$ cat src/rtl/lsu_pkg.sv
// Shared definitions for the load/store unit: RV32I access encodings, FSM states
// and access-size decode.
package lsu_pkg;

    localparam logic [2:0] LOAD_LB  = 3'b000;
    localparam logic [2:0] LOAD_LH  = 3'b001;
    localparam logic [2:0] LOAD_LW  = 3'b010;
    localparam logic [2:0] LOAD_LBU = 3'b100;
    localparam logic [2:0] LOAD_LHU = 3'b101;

    localparam logic [2:0] STORE_SB = 3'b000;
    localparam logic [2:0] STORE_SH = 3'b001;
    localparam logic [2:0] STORE_SW = 3'b010;

    typedef enum logic [2:0] {
        ST_IDLE   = 3'd0,
        ST_READ0  = 3'd1,
        ST_READ1  = 3'd2,
        ST_WRITE0 = 3'd3,
        ST_WRITE1 = 3'd4,
        ST_RESP   = 3'd5
    } lsu_state_e;

    // Access size in bytes; only meaningful for legal funct3 values.
    function automatic logic [2:0] access_size(input logic [2:0] funct3);
        case (funct3[1:0])
            2'b00:   return 3'd1;
            2'b01:   return 3'd2;
            default: return 3'd4;
        endcase
    endfunction

    function automatic logic funct3_illegal(input logic is_store, input logic [2:0] funct3);
        if (is_store)
            return (funct3 > STORE_SW);
        case (funct3)
            LOAD_LB, LOAD_LH, LOAD_LW, LOAD_LBU, LOAD_LHU: return 1'b0;
            default:                                        return 1'b1;
        endcase
    endfunction

endpackage

$ cat src/rtl/lsu_lane_merge.sv
// Combinational byte-lane logic: merges store bytes into a two-word window and
// extracts/extends load data from the same window.
module lsu_lane_merge
    import lsu_pkg::*;
(
    input  logic [1:0]  i_off,
    input  logic [2:0]  i_size,
    input  logic [2:0]  i_funct3,
    input  logic [31:0] i_wdata,
    input  logic [31:0] i_buf0,
    input  logic [31:0] i_buf1,
    output logic [31:0] o_merged0,
    output logic [31:0] o_merged1,
    output logic [31:0] o_load_data
);

    logic [63:0] w_pair;
    logic [63:0] w_mask;
    logic [63:0] w_data;
    logic [63:0] w_merged;
    logic [31:0] w_window;
    logic [7:0]  w_lane_en;

    assign w_pair = {i_buf1, i_buf0};

    // Lane gi of the little-endian {buf1,buf0} window takes store data when it
    // falls inside [off, off+size).
    genvar gi;
    generate
        for (gi = 0; gi < 8; gi++) begin : g_lane
            assign w_lane_en[gi] = (4'(gi) >= {2'b00, i_off}) &&
                                   (4'(gi) < ({2'b00, i_off} + {1'b0, i_size}));
            assign w_mask[8*gi +: 8] = {8{w_lane_en[gi]}};
        end
    endgenerate

    assign w_data    = {32'b0, i_wdata} << {i_off, 3'b000};
    assign w_merged  = (w_pair & ~w_mask) | (w_data & w_mask);
    assign o_merged0 = w_merged[31:0];
    assign o_merged1 = w_merged[63:32];

    assign w_window = 32'(w_pair >> {i_off, 3'b000});

    always_comb begin
        o_load_data = w_window;
        case (i_funct3)
            LOAD_LB:  o_load_data = {{24{w_window[7]}}, w_window[7:0]};
            LOAD_LH:  o_load_data = {{16{w_window[15]}}, w_window[15:0]};
            LOAD_LBU: o_load_data = {24'b0, w_window[7:0]};
            LOAD_LHU: o_load_data = {16'b0, w_window[15:0]};
            default:  o_load_data = w_window;
        endcase
    end

endmodule

$ cat src/rtl/load_store_unit.sv
// Byte-addressed RV32I load/store front end for a word-only data memory:
// read-modify-write for sub-word stores and two-word split for misaligned accesses.
module load_store_unit
    import lsu_pkg::*;
#(
    parameter int ADDR_W = 16,
    parameter int MEM_AW = 14
) (
    input  logic              clk,
    input  logic              rst,
    input  logic              req_valid,
    output logic              req_ready,
    input  logic              req_is_store,
    input  logic [2:0]        req_funct3,
    input  logic [ADDR_W-1:0] req_addr,
    input  logic [31:0]       req_wdata,
    output logic              resp_valid,
    input  logic              resp_ready,
    output logic [31:0]       resp_rdata,
    output logic              resp_err,
    output logic              resp_misaligned,
    output logic [MEM_AW-1:0] mem_addr,
    output logic              mem_is_store,
    output logic [31:0]       mem_wdata,
    output logic [2:0]        mem_type,
    input  logic [31:0]       mem_rdata
);

    lsu_state_e        r_state;
    logic [ADDR_W-1:0] r_addr;
    logic [2:0]        r_funct3;
    logic              r_is_store;
    logic [31:0]       r_wdata;
    logic [31:0]       r_buf0;
    logic [31:0]       r_buf1;
    logic              r_err;
    logic              r_span;

    logic [2:0]        w_req_size;
    logic [1:0]        w_req_off;
    logic              w_req_span;
    logic              w_req_illegal;
    logic              w_req_aligned_sw;
    logic [MEM_AW-1:0] w_word0;
    logic [MEM_AW-1:0] w_word1;
    logic [31:0]       w_merged0;
    logic [31:0]       w_merged1;
    logic [31:0]       w_load_data;

    assign w_req_size       = access_size(req_funct3);
    assign w_req_off        = req_addr[1:0];
    assign w_req_span       = ((w_req_size == 3'd2) && (w_req_off == 2'd3)) ||
                              ((w_req_size == 3'd4) && (w_req_off != 2'd0));
    assign w_req_illegal    = funct3_illegal(req_is_store, req_funct3);
    assign w_req_aligned_sw = req_is_store && (req_funct3 == STORE_SW) && (w_req_off == 2'd0);

    // Second word wraps naturally at the top of the word address space.
    assign w_word0 = r_addr[ADDR_W-1:2];
    assign w_word1 = w_word0 + MEM_AW'(1);

    always_ff @(posedge clk) begin
        if (rst) begin
            r_state    <= ST_IDLE;
            r_addr     <= '0;
            r_funct3   <= '0;
            r_is_store <= 1'b0;
            r_wdata    <= '0;
            r_buf0     <= '0;
            r_buf1     <= '0;
            r_err      <= 1'b0;
            r_span     <= 1'b0;
        end else begin
            case (r_state)
                ST_IDLE: begin
                    if (req_valid) begin
                        r_addr     <= req_addr;
                        r_funct3   <= req_funct3;
                        r_is_store <= req_is_store;
                        r_wdata    <= req_wdata;
                        r_err      <= w_req_illegal;
                        r_span     <= w_req_span && !w_req_illegal;
                        if (w_req_illegal)
                            r_state <= ST_RESP;
                        else if (w_req_aligned_sw)
                            r_state <= ST_WRITE0;
                        else
                            r_state <= ST_READ0;
                    end
                end
                ST_READ0: begin
                    r_buf0 <= mem_rdata;
                    if (r_span)
                        r_state <= ST_READ1;
                    else
                        r_state <= r_is_store ? ST_WRITE0 : ST_RESP;
                end
                ST_READ1: begin
                    r_buf1  <= mem_rdata;
                    r_state <= r_is_store ? ST_WRITE0 : ST_RESP;
                end
                ST_WRITE0: r_state <= r_span ? ST_WRITE1 : ST_RESP;
                ST_WRITE1: r_state <= ST_RESP;
                ST_RESP:   if (resp_ready) r_state <= ST_IDLE;
                default:   r_state <= ST_IDLE;
            endcase
        end
    end

    // An aligned SW never reads, but its full-width lane mask makes the stale
    // buffer contents irrelevant.
    lsu_lane_merge u_lane_merge (
        .i_off       (r_addr[1:0]),
        .i_size      (access_size(r_funct3)),
        .i_funct3    (r_funct3),
        .i_wdata     (r_wdata),
        .i_buf0      (r_buf0),
        .i_buf1      (r_buf1),
        .o_merged0   (w_merged0),
        .o_merged1   (w_merged1),
        .o_load_data (w_load_data)
    );

    assign req_ready       = (r_state == ST_IDLE) && !rst;
    assign resp_valid      = (r_state == ST_RESP);
    assign resp_rdata      = (resp_valid && !r_is_store && !r_err) ? w_load_data : 32'b0;
    assign resp_err        = resp_valid && r_err;
    assign resp_misaligned = resp_valid && r_span;
    assign mem_type        = STORE_SW;
    assign mem_is_store    = ((r_state == ST_WRITE0) || (r_state == ST_WRITE1)) && !rst;

    always_comb begin
        mem_addr  = '0;
        mem_wdata = '0;
        case (r_state)
            ST_READ0:  mem_addr = w_word0;
            ST_READ1:  mem_addr = w_word1;
            ST_WRITE0: begin
                mem_addr  = w_word0;
                mem_wdata = w_merged0;
            end
            ST_WRITE1: begin
                mem_addr  = w_word1;
                mem_wdata = w_merged1;
            end
            default: begin
                mem_addr  = '0;
                mem_wdata = '0;
            end
        endcase
    end

endmodule

$ cat config.mk
export PLATFORM = sky130hd
export DESIGN_NAME = load_store_unit
export DESIGN_NICKNAME = d
export VERILOG_FILES = /design/src/rtl/lsu_pkg.sv /design/src/rtl/lsu_lane_merge.sv /design/src/rtl/load_store_unit.sv
export SDC_FILE = /design/constraint.sdc
export NUM_CORES = 1
export LEC_CHECK = 0
export CORE_MARGIN = 3
export CORE_UTILIZATION = 60
export CTS_BUF_LIST = sky130_fd_sc_hd__clkbuf_8
export DETAILED_ROUTE_END_ITERATION = 16
export DONT_BUFFER_PORTS = 1
export PLACE_DENSITY = 0.85
export SETUP_SLACK_MARGIN = 0.15
export SYNTH_ARGS = -nofsm -noshare
export SYNTH_HDL_FRONTEND = slang
export SYNTH_SLANG_ARGS = --single-unit
$ cat constraint.sdc
create_clock -name clk -period 2.6 [get_ports clk]
set_input_delay 0 -clock clk [delete_from_list [all_inputs] [get_ports clk]]
set_output_delay 0 -clock clk [all_outputs]
set_load 0.005 [all_outputs]
=== After elaboration in Yosys (flattened, before gate mapping) ===
Cells that the tools add are included.

* $add $sub $neg: 2
* Multipliers: 0
* Divide/modulo/power cells: 0
* $lt $le $gt $ge: 12
* Equality and inequality tests: 19
* Shifts and indexed selects: 2
* Multiplexer cells: 18
* Bitwise gates (word level): 4
* Reductions and logical operators: 32

{| class="wikitable"
|+ Operators by type and width
! operator !! number
|-
| $and A64 B64 Y64 || 2
|-
| $pmux W32 S4 || 1
|-
| $not A64 Y64 || 1
|-
| $or A64 B64 Y64 || 1
|-
| $pmux W32 S2 || 1
|-
| $shl A32 B5 Y64 || 1
|-
| $shr A64 B5 Y32 || 1
|-
| $mux W32 || 1
|-
| $pmux W14 S2 || 1
|-
| $eq A3 B3 Y1 const B || 7
|-
| $pmux W3 S6 || 1
|-
| $lt A3 B4 Y1 const A || 4
|-
| $mux W3 || 5
|-
| $add A14 B1 Y14 const B || 1
|-
| $logic_and A1 B1 Y1 || 14
|-
| $eq A3 B2 Y1 const B || 4
|-
| $pmux W3 S2 || 2
|-
| $eq A3 B1 Y1 const B || 3
|-
| $logic_not A3 Y1 || 3
|-
| $lt A1 B4 Y1 const A || 2
|-
| $lt A2 B4 Y1 const A || 2
|-
| $logic_not A2 Y1 || 3
|-
| $mux W1 || 5
|-
| $reduce_or A5 Y1 || 1
|-
| 14 further kinds || 22
|}

* Bits in registers: 121
* Bits in latches: 0
* Memory bits (writable): 0
* Memory bits (read-only): 0
* Input bits: 88
* Output and inout bits: 86
* Logic and storage cells: 98
* Memories kept: 0

=== Depth between registers and ports, before layout ===
Gate-level depths: netlist of run 1.

* Depth in word-level cells: 9
* Gate-level depth with buffers: 11
* Gate-level depth less buffers: 9

=== Cells and area by module ===
Synthesis of run 1 repeated with hierarchy kept, for this count alone.

* Cell total of the unflattened synthesis: 1,052
* Area, all modules: 7,960.1 um^2

{| class="wikitable"
|+ Modules (own cells, without submodules)
! module !! instances !! cells each !! area an instance (um^2) !! sequential area each (um^2)
|-
| load_store_unit || 1 || 715 || 5,315.1 || 2,422.3
|-
| lsu_lane_merge || 1 || 337 || 2,645.0 || 0.0
|}

=== Worst setup path after synthesis of run 1 ===
Ideal clock, no wire load.

* Path kind: flip-flop to output port
* From: register r_funct3[0]
* To: output port mem_wdata[16]
* Data arrival time: 2.395 ns
* Required time: 2.600 ns
* Path slack: 0.205 ns
* Stages on the path, launching flop included: 11
* Path buffers: 2
* Cells stage by stage: dfxtp_1 -> or2_2 -> clkbuf_1 -> inv_1 -> ha_1 -> fa_1 -> nand2_1 -> a222oi_1 -> buf_4 -> mux2i_1 -> o22ai_1

* Word-level cells in the longest chain between the ends: 9
* Elaborated cells on any way between the ends: 12
* Classes of those cells: add/sub (1); order compare (2); eq/ne (1); mux (2); bitwise (4); reduce/logical (2)

{| class="wikitable"
|+ RTL lines
! element !! RTL line !! RTL
|-
| from (decl) || load_store_unit.sv:31 || <nowiki>logic [2:0] r_funct3;</nowiki>
|-
| from (signal assigned) || load_store_unit.sv:77 || <nowiki>r_funct3 <= req_funct3;</nowiki>
|-
| $eq A2 B1 Y1 or $logic_not A2 Y1 (tied branches) || lsu_pkg.sv:26 || <nowiki>case (funct3[1:0])</nowiki>
|-
| $pmux W3 S2 (*) || lsu_pkg.sv:26 ||
|-
| $add A2 B3 Y4 (*) || lsu_lane_merge.sv:32 || <nowiki>(4'(gi) < ({2'b00, i_off} + {1'b0, i_size}));</nowiki>
|-
| $lt A2 B4 Y1 || lsu_lane_merge.sv:32 ||
|-
| $logic_and A1 B1 Y1 || lsu_lane_merge.sv:31 || <nowiki>assign w_lane_en[gi] = (4'(gi) >= {2'b00, i_off}) &&</nowiki>
|-
| $not A64 Y64 || lsu_lane_merge.sv:38 || <nowiki>assign w_merged = (w_pair & ~w_mask) | (w_data & w_mask);</nowiki>
|-
| $and A64 B64 Y64 || lsu_lane_merge.sv:38 ||
|-
| $or A64 B64 Y64 (*) || lsu_lane_merge.sv:38 ||
|-
| $pmux W32 S2 (*) || load_store_unit.sv:134 || <nowiki>case (r_state)</nowiki>
|-
| to (decl) || load_store_unit.sv:24 || <nowiki>output logic [31:0] mem_wdata,</nowiki>
|}

Mark *: on every way between the ends. The rest lies on a longest branch, timed or not.

=== Worst setup path in the final report of run 1 ===
* From: register r_funct3[0]
* To: output port mem_wdata[12]

* Word-level cells in the longest chain between the ends: 9
* Elaborated cells on any way between the ends: 12
* Classes of those cells: add/sub (1); order compare (2); eq/ne (1); mux (2); bitwise (4); reduce/logical (2)

{| class="wikitable"
|+ RTL lines
! element !! RTL line
|-
| $eq A2 B1 Y1 or $logic_not A2 Y1 (tied branches) || lsu_pkg.sv:26
|-
| $pmux W3 S2 (*) || lsu_pkg.sv:26
|-
| $add A2 B3 Y4 (*) || lsu_lane_merge.sv:32
|-
| $lt A1 B4 Y1 || lsu_lane_merge.sv:32
|-
| $logic_and A1 B1 Y1 || lsu_lane_merge.sv:31
|-
| $not A64 Y64 || lsu_lane_merge.sv:38
|-
| $and A64 B64 Y64 || lsu_lane_merge.sv:38
|-
| $or A64 B64 Y64 (*) || lsu_lane_merge.sv:38
|-
| $pmux W32 S2 (*) || load_store_unit.sv:134
|}

Marked as above.

==> results of run 1 <==
## cells in the mapped netlist (all sizes together), types with 2 or more instances
library cell	n	area share, %
nor4b	2	0.23
or2	9	0.75
a21oi	155	11
nor2b	13	1.1
dfxtp	121	32
xor2	3	0.35
and3	12	1.0
mux2	32	4.8
clkbuf	50	2.5
o41ai	2	0.23
conb	2	0.10
buf	34	2.8
and2	2	0.17
inv	7	0.35
nor4	3	0.33
mux2i	98	13
nor3	6	0.40
ha	3	0.50
a22o	9	1.1
o211ai	8	0.87
xnor2	2	0.23
or3	3	0.25
nand2	308	15
nand3	9	0.67
a211oi	2	0.20
o21ai	67	4.5
o22ai	24	2.0
a31oi	4	0.33
nor2	25	1.3
## per-layer routing
metal	GRT usage [%]	up-vias	routed length, um	share of wire [%]
li1	-	3702	-	-
met1	48.1	3776	10200	37
met2	60.5	606	12500	46
met3	9.61	127	3400	12
met4	19.6	2	1380	5.0
met5	0	-	13	0.047
## kinds of logic after synthesis
group | after synthesis | synth area share, %
mux | 130 | 17.9
other cells | 2 | 0.100
compound gates | 279 | 20.8
flops | 121 | 32.3
buf+inv | 91 | 5.64
simple gates | 394 | 21.9
xor+xnor | 5 | 0.584
fa+ha+maj | 4 | 0.767
## layout make-up
cell class	instances	area (um2)
multi-input combinational	815	4860
antenna	4	10.0
sequential	121	2430
tap	168	210
clock buffer	17	234
clock inverter	15	165
fill	841	2770
inverter	7	26.3
timing repair buffer	144	1410
## through the flow
stage | instance area (um2) | std cells | power, mW
final | 9340 | 1291 | 6.95
after detailed placement | 7620 | 1147 | 4.67
after global routing | 9340 | 1290 | 7.24
after CTS | 9260 | 1285 | 6.73
after floorplan | 7510 | 1027 | 4.08
after global placement | 7620 | 1147 | 4.64
## worst register-to-register path, stage by stage, from the launching register on
cell,delay [ns]
dfxtp_1,0.32
buf_4,0.18
inv_1,0.09
nand2_1,0.15
nor2_2,0.13
buf_4,0.38
nand2_1,0.16
a21oi_1,0.18
dlygate4sd3_1,0.56
## final timing paths
path,to,start,slack [ns],cells after the start
min reg2reg,r_buf1[28],r_buf1[28],0.47,2
min,r_addr[8],req_valid,0.03,3
max,mem_wdata[12],r_funct3[0],-0.17,11
max reg2reg,r_buf0[20],r_state[2],0.41,8
## state kept, by name (all words and copies together), names as in the netlist
name,count
r_state,3
r_buf0,32
r_is_store,1
r_buf1,32
r_addr,16
r_wdata,32
r_funct3,3
r_err,1
r_span,1
## power by group
part | internal (mW) | switching (mW) | total (mW)
combinational | 1.11 | 1.65 | 2.76
clock | 0.868 | 0.855 | 1.72
sequential | 2.12 | 0.348 | 2.47
total | 4.10 | 2.85 | 6.95
## what timing repair did
item                       CTS  global route
hold buffers                94             0
gates resized for setup     37            19
pin swaps                   18             7
gates cloned                 0             0
buffers inserted            12             2
setup endpoints to repair   40            57
hold endpoints to repair   121             0
## cell usage in the layout, fill, tap and decap left out, drive strengths merged, types with 4 or more instances in the layout
master and n:
clkbuf 17, o211ai 8, clkinv 7, or2 9, a21oi 155, nor2b 13, mux2i 98, nor3 6
o22ai 24, a31oi 4, a22o 9, dfxtp 121, nand2 308, buf 51, nand3 9, diode 4
inv 12, nor2 25, mux2 32, dlygate4sd3 93, o21ai 67, and3 12
==> flow_metrics.env, run 1 <==
export IMPL_hold_viol=0
export IMPL_tritoncts="yes"
export IMPL_timing_fmax_mhz=361
export IMPL_pre_cts_ws_ns=0.152
export IMPL_ant_nets=0
export IMPL_slew_viol_final=0
export IMPL_ios=174
export IMPL_clk_pin_slew_ns=0.08
export IMPL_nNetsFinal=1198
export IMPL_start_util_pct=61.9
export IMPL_drtIter0Drc=1118
export IMPL_dp_hpwl_um=17600
export IMPL_synth_area_um2=7500
export IMPL_root_buffer="clkbuf_8"
export IMPL_grt_max_degree=122
export IMPL_cts_buffers=17
export IMPL_fin_crit_sh_pct=106
export IMPL_synth_enable_flop_cells=0
export IMPL_ir_worst_vdd_uv=711
export IMPL_finalWorstPathRequiredPeriod_ns=2.77
export IMPL_drtPass1Iterations=6
export IMPL_synthArstFlopShare_pct=0
export IMPL_yosys_warnings=0
export IMPL_p_leak_nw=3.31
export IMPL_grt_overflow_total=0
export IMPL_drc=0
export IMPL_drt_wirelength_per_cell_um=21.3
export IMPL_worstSetupStartpointType="register"
export IMPL_power_per_cell_area_nw_per_um2=744
export IMPL_rsz0062_at_grt="yes"
export IMPL_vias=8213
export IMPL_postSynthAreaPerCell_um2=7.31
export IMPL_critPathMaxStageDelay_ns=0.47
export IMPL_fp_row_count=40
export IMPL_synthToLayoutAreaGrowth_pct=24.5
export IMPL_synth_cell_types=52
export IMPL_relSlewSlack_pct=52.3
export IMPL_cp_end_kind="primary output"
export IMPL_tightest_slew_ns=0.716
export IMPL_layout_drive_gt1_share_pct=15.2
export IMPL_ys_seq_elements=121
export IMPL_path_cells="or2_4, inv_2, ha_4, fa_2, buf_4, nor2b_4, o21ai_2, o21ai_4, buf_12, mux2i_1, o22ai_2"
export IMPL_setup_viol=24
export IMPL_fin_setup_tns_ns=-2.96
export IMPL_final_util_pct=77.1
export IMPL_dieArea_um2=13900
export IMPL_max_cap_viol_count=0
export IMPL_whs_ns=0.0281
export IMPL_fin_skew_ns=0.00791
export IMPL_cp_num_buf_inv=3
export IMPL_clk_path_buf_depth=2
export IMPL_crit_slowest_cell="fa_2"
export IMPL_required_ns=2.60
export IMPL_critPathMaxFanout=8
export IMPL_grt_pass1_wl_um=42100
export IMPL_insertion_delay_ns=0.45
export IMPL_crit_arrival_ns=2.77
export IMPL_status="finished with violations"
export IMPL_grt_antenna_before_repair=4
export IMPL_worstHoldPathType="primary input to register"
export IMPL_clkSinkCount=121
export IMPL_synth_flop_cell="dfxtp_1"
export IMPL_violations="setup timing"
export IMPL_coreArea_um2=12100
export IMPL_grt_usage_pct=38.2
export IMPL_die_h_um=118
export IMPL_crit_family="adder cells"
export IMPL_die_x_um=118
export IMPL_detail_route_vias_per_cell=6.36
export IMPL_seq_area_frac_synth_pct=32.3
export IMPL_place_gp_congestion=1.01
export IMPL_totalWireLength_um=27500
export IMPL_htree_levels=4
export IMPL_grt_pass1_vias=7633
export IMPL_setup_ws_ns=-0.168
export IMPL_worstSetupPathType="register to primary output"
export IMPL_io_buffers=0
export IMPL_syn_inst=1026
Power figures use the tool's default switching activity.
==> run 2: changes to the inputs <==
==> constraint.sdc (replaced) <==
create_clock -name clk -period 3.3 [get_ports clk]
set_input_delay 0 -clock clk [delete_from_list [all_inputs] [get_ports clk]]
set_output_delay 0 -clock clk [all_outputs]
set_load 0.005 [all_outputs]
==> run 2 against run 1 <==
The run now ends clean. Via count decreased by 1.2%. Power decreased by 23%. Utilization decreased by 3.6 points. Sequential power decreased by 20%. Sequential share of layout area increased by 1.3 points. Die area unchanged. Wire length decreased by 2.3%. Setup slack improved by 0.41 ns. Clock skew increased by 0.0038 ns.
==> flow_metrics.env, run 2 (synthesis results as in run 1) <==
export IMPL_ant_nets=0
export IMPL_required_ns=3.30
export IMPL_detail_route_vias_per_cell=6.47
export IMPL_die_x_um=118
export IMPL_io_buffers=0
export IMPL_die_h_um=118
export IMPL_power_switching_mw=2.11
export IMPL_ios=174
export IMPL_grt_pass1_wl_um=41200
export IMPL_crit_family="compound AO/OA/AOI/OAI gates"
export IMPL_path_cells="or2_4, inv_1, ha_1, fa_2, nor2b_1, o21ai_0, o21ai_2, mux2i_1, o22ai_1"
export IMPL_worstSetupPathType="register to primary output"
export IMPL_place_gp_congestion=1.00
export IMPL_dp_hpwl_um=17400
export IMPL_drtPass1Iterations=7
export IMPL_instances_no_fill=1255
export IMPL_layout_commonest_cell="nand2_1"
export IMPL_comb_power_share_pct=35.0
export IMPL_dieArea_um2=13900
export IMPL_finalWorstPathRequiredPeriod_ns=3.06
export IMPL_rsz0062_at_grt="yes"
export IMPL_relSlewSlack_pct=33.9
export IMPL_grt_usage_pct=37.2
export IMPL_setup_viol=0
export IMPL_reg_largest_list="r_buf0 x32, r_buf1 x32, r_wdata x32"
export IMPL_p_leak_nw=3.11
export IMPL_status="finished, final reports clean"
export IMPL_seqPwrFrac_pct=36.9
export IMPL_tightest_slew_ns=0.991
export IMPL_root_buffer="clkbuf_8"
export IMPL_vias=8115
export IMPL_grt_pass1_vias=7495
export IMPL_grt_antenna_before_repair=7
export IMPL_clkSinkCount=121
export IMPL_cp_num_buf_inv=1
export IMPL_slew_viol_final=0
export IMPL_critPathMaxFanout=10
export IMPL_start_util_pct=61.9
export IMPL_power_per_cell_area_nw_per_um2=602
export IMPL_nNetsFinal=1162
export IMPL_cts_buffers=17
export IMPL_crit_start="r_funct3[0]"
export IMPL_fin_crit_sh_pct=92.7
export IMPL_grt_max_degree=122
export IMPL_cp_end_kind="primary output"
export IMPL_worstSetupStartpointType="register"
export IMPL_coreArea_um2=12100
export IMPL_fin_skew_ns=0.0117
export IMPL_p_int_mw=3.25
export IMPL_insertion_delay_ns=0.47
export IMPL_htree_levels=4
export IMPL_mostFrequentLayoutCells="nand2_1 (308), a21oi_1 (153), dfxtp_1 (118)"
export IMPL_hp_start="req_valid"
export IMPL_swShare_pct=39.3
export IMPL_worstHoldPathType="primary input to register"
export IMPL_layout_drive_gt1_share_pct=9.97
export IMPL_hold_viol=0
export IMPL_timing_rr_start="r_state[0]"
export IMPL_critPathMaxStageDelay_ns=0.51
export IMPL_crit_slowest_cell="fa_2"
export IMPL_pwr_share_clk_pct=28.2
export IMPL_grt_overflow_total=0
export IMPL_drc=0
export IMPL_synthToLayoutAreaGrowth_pct=18.6
export IMPL_drt_wirelength_per_cell_um=21.4
export IMPL_dp_cells=1125
export IMPL_timing_fmax_mhz=327
export IMPL_clk_path_buf_depth=2
export IMPL_fin_setup_tns_ns=0
export IMPL_drtIter0Drc=1102
export IMPL_fp_row_count=40
export IMPL_max_cap_viol_count=0
export IMPL_tritoncts="yes"
export IMPL_dpl_cell_area_um2=7450
export IMPL_clk_pin_slew_ns=0.07
export IMPL_stdcell_area_um2=8900
export IMPL_totalWireLength_um=26800
export IMPL_final_fill_count=924
export IMPL_crit_arrival_ns=3.06
export IMPL_ir_worst_vdd_uv=664
[run 2: timing repair]
item / CTS / global route
hold endpoints to repair: 121 / 0
hold buffers: 94 / 0
resized for setup: 0 / 7
endpoints found under the setup margin: 0 / 29
buffers inserted: 0 / 0
[run 2: power groups by stage]
stage	combinational (mW)	clock, mW	sequential [mW]
3_3_place_gp	1.60	0	1.97
3_5_place_dp	1.64	0	1.98
6_report	1.87	1.51	1.98
4_1_cts	1.78	1.50	1.95
2_1_floorplan	1.37	0	1.84
5_1_grt	2.02	1.57	1.99
[run 2: worst paths after layout]
kind / slack [ns] / cells after the start / endpoint
max: 0.24 / 9 / mem_wdata[12]
min: 0.02 / 3 / r_addr[11]
max reg2reg: 1.08 / 6 / r_buf1[25]
min reg2reg: 0.46 / 2 / r_buf1[29]
[run 2: cell type report]
class                   instances  area [um2]  share of cell area (%)
clock inverters                12         173                    1.94
flip-flops and latches        121        2430                    27.3
diodes                          4        10.0                   0.112
multi-input cells             815        4700                    52.8
clock buffers                  20         275                    3.09
repair buffers                108        1080                    12.1
well taps                     168         210                    2.36
inverters                       7        26.3                   0.295
[run 2: routing by layer]
metal	share of wire [%]	vias up	global-route usage, %
li1	-	3636	-
met1	37	3769	44.5
met2	45	565	59.0
met3	12	139	12.9
met4	5.3	6	19.5
met5	0.13	-	0
[run 2: through the flow]
step                hold slack [ns]  power (mW)  setup WS [ns]  util (%)
floorplan                     0.136        3.21          0.905         -
global placement             0.0669        3.57          0.750      61.5
detailed placement           0.0665        3.62          0.697      61.5
CTS                         0.00699        5.22          0.199      73.1
global route                 0.0397        5.58          0.134      73.5
finish                       0.0234        5.36          0.241      73.5
[run 2: worst reg2reg max path: stages, from the launching register on]
cell and delay (ns):
dfxtp_1 0.68, inv_2 0.15, nand3_1 0.14, buf_4 0.36
nand2_1 0.13, a21oi_1 0.15, dlygate4sd3_1 0.56
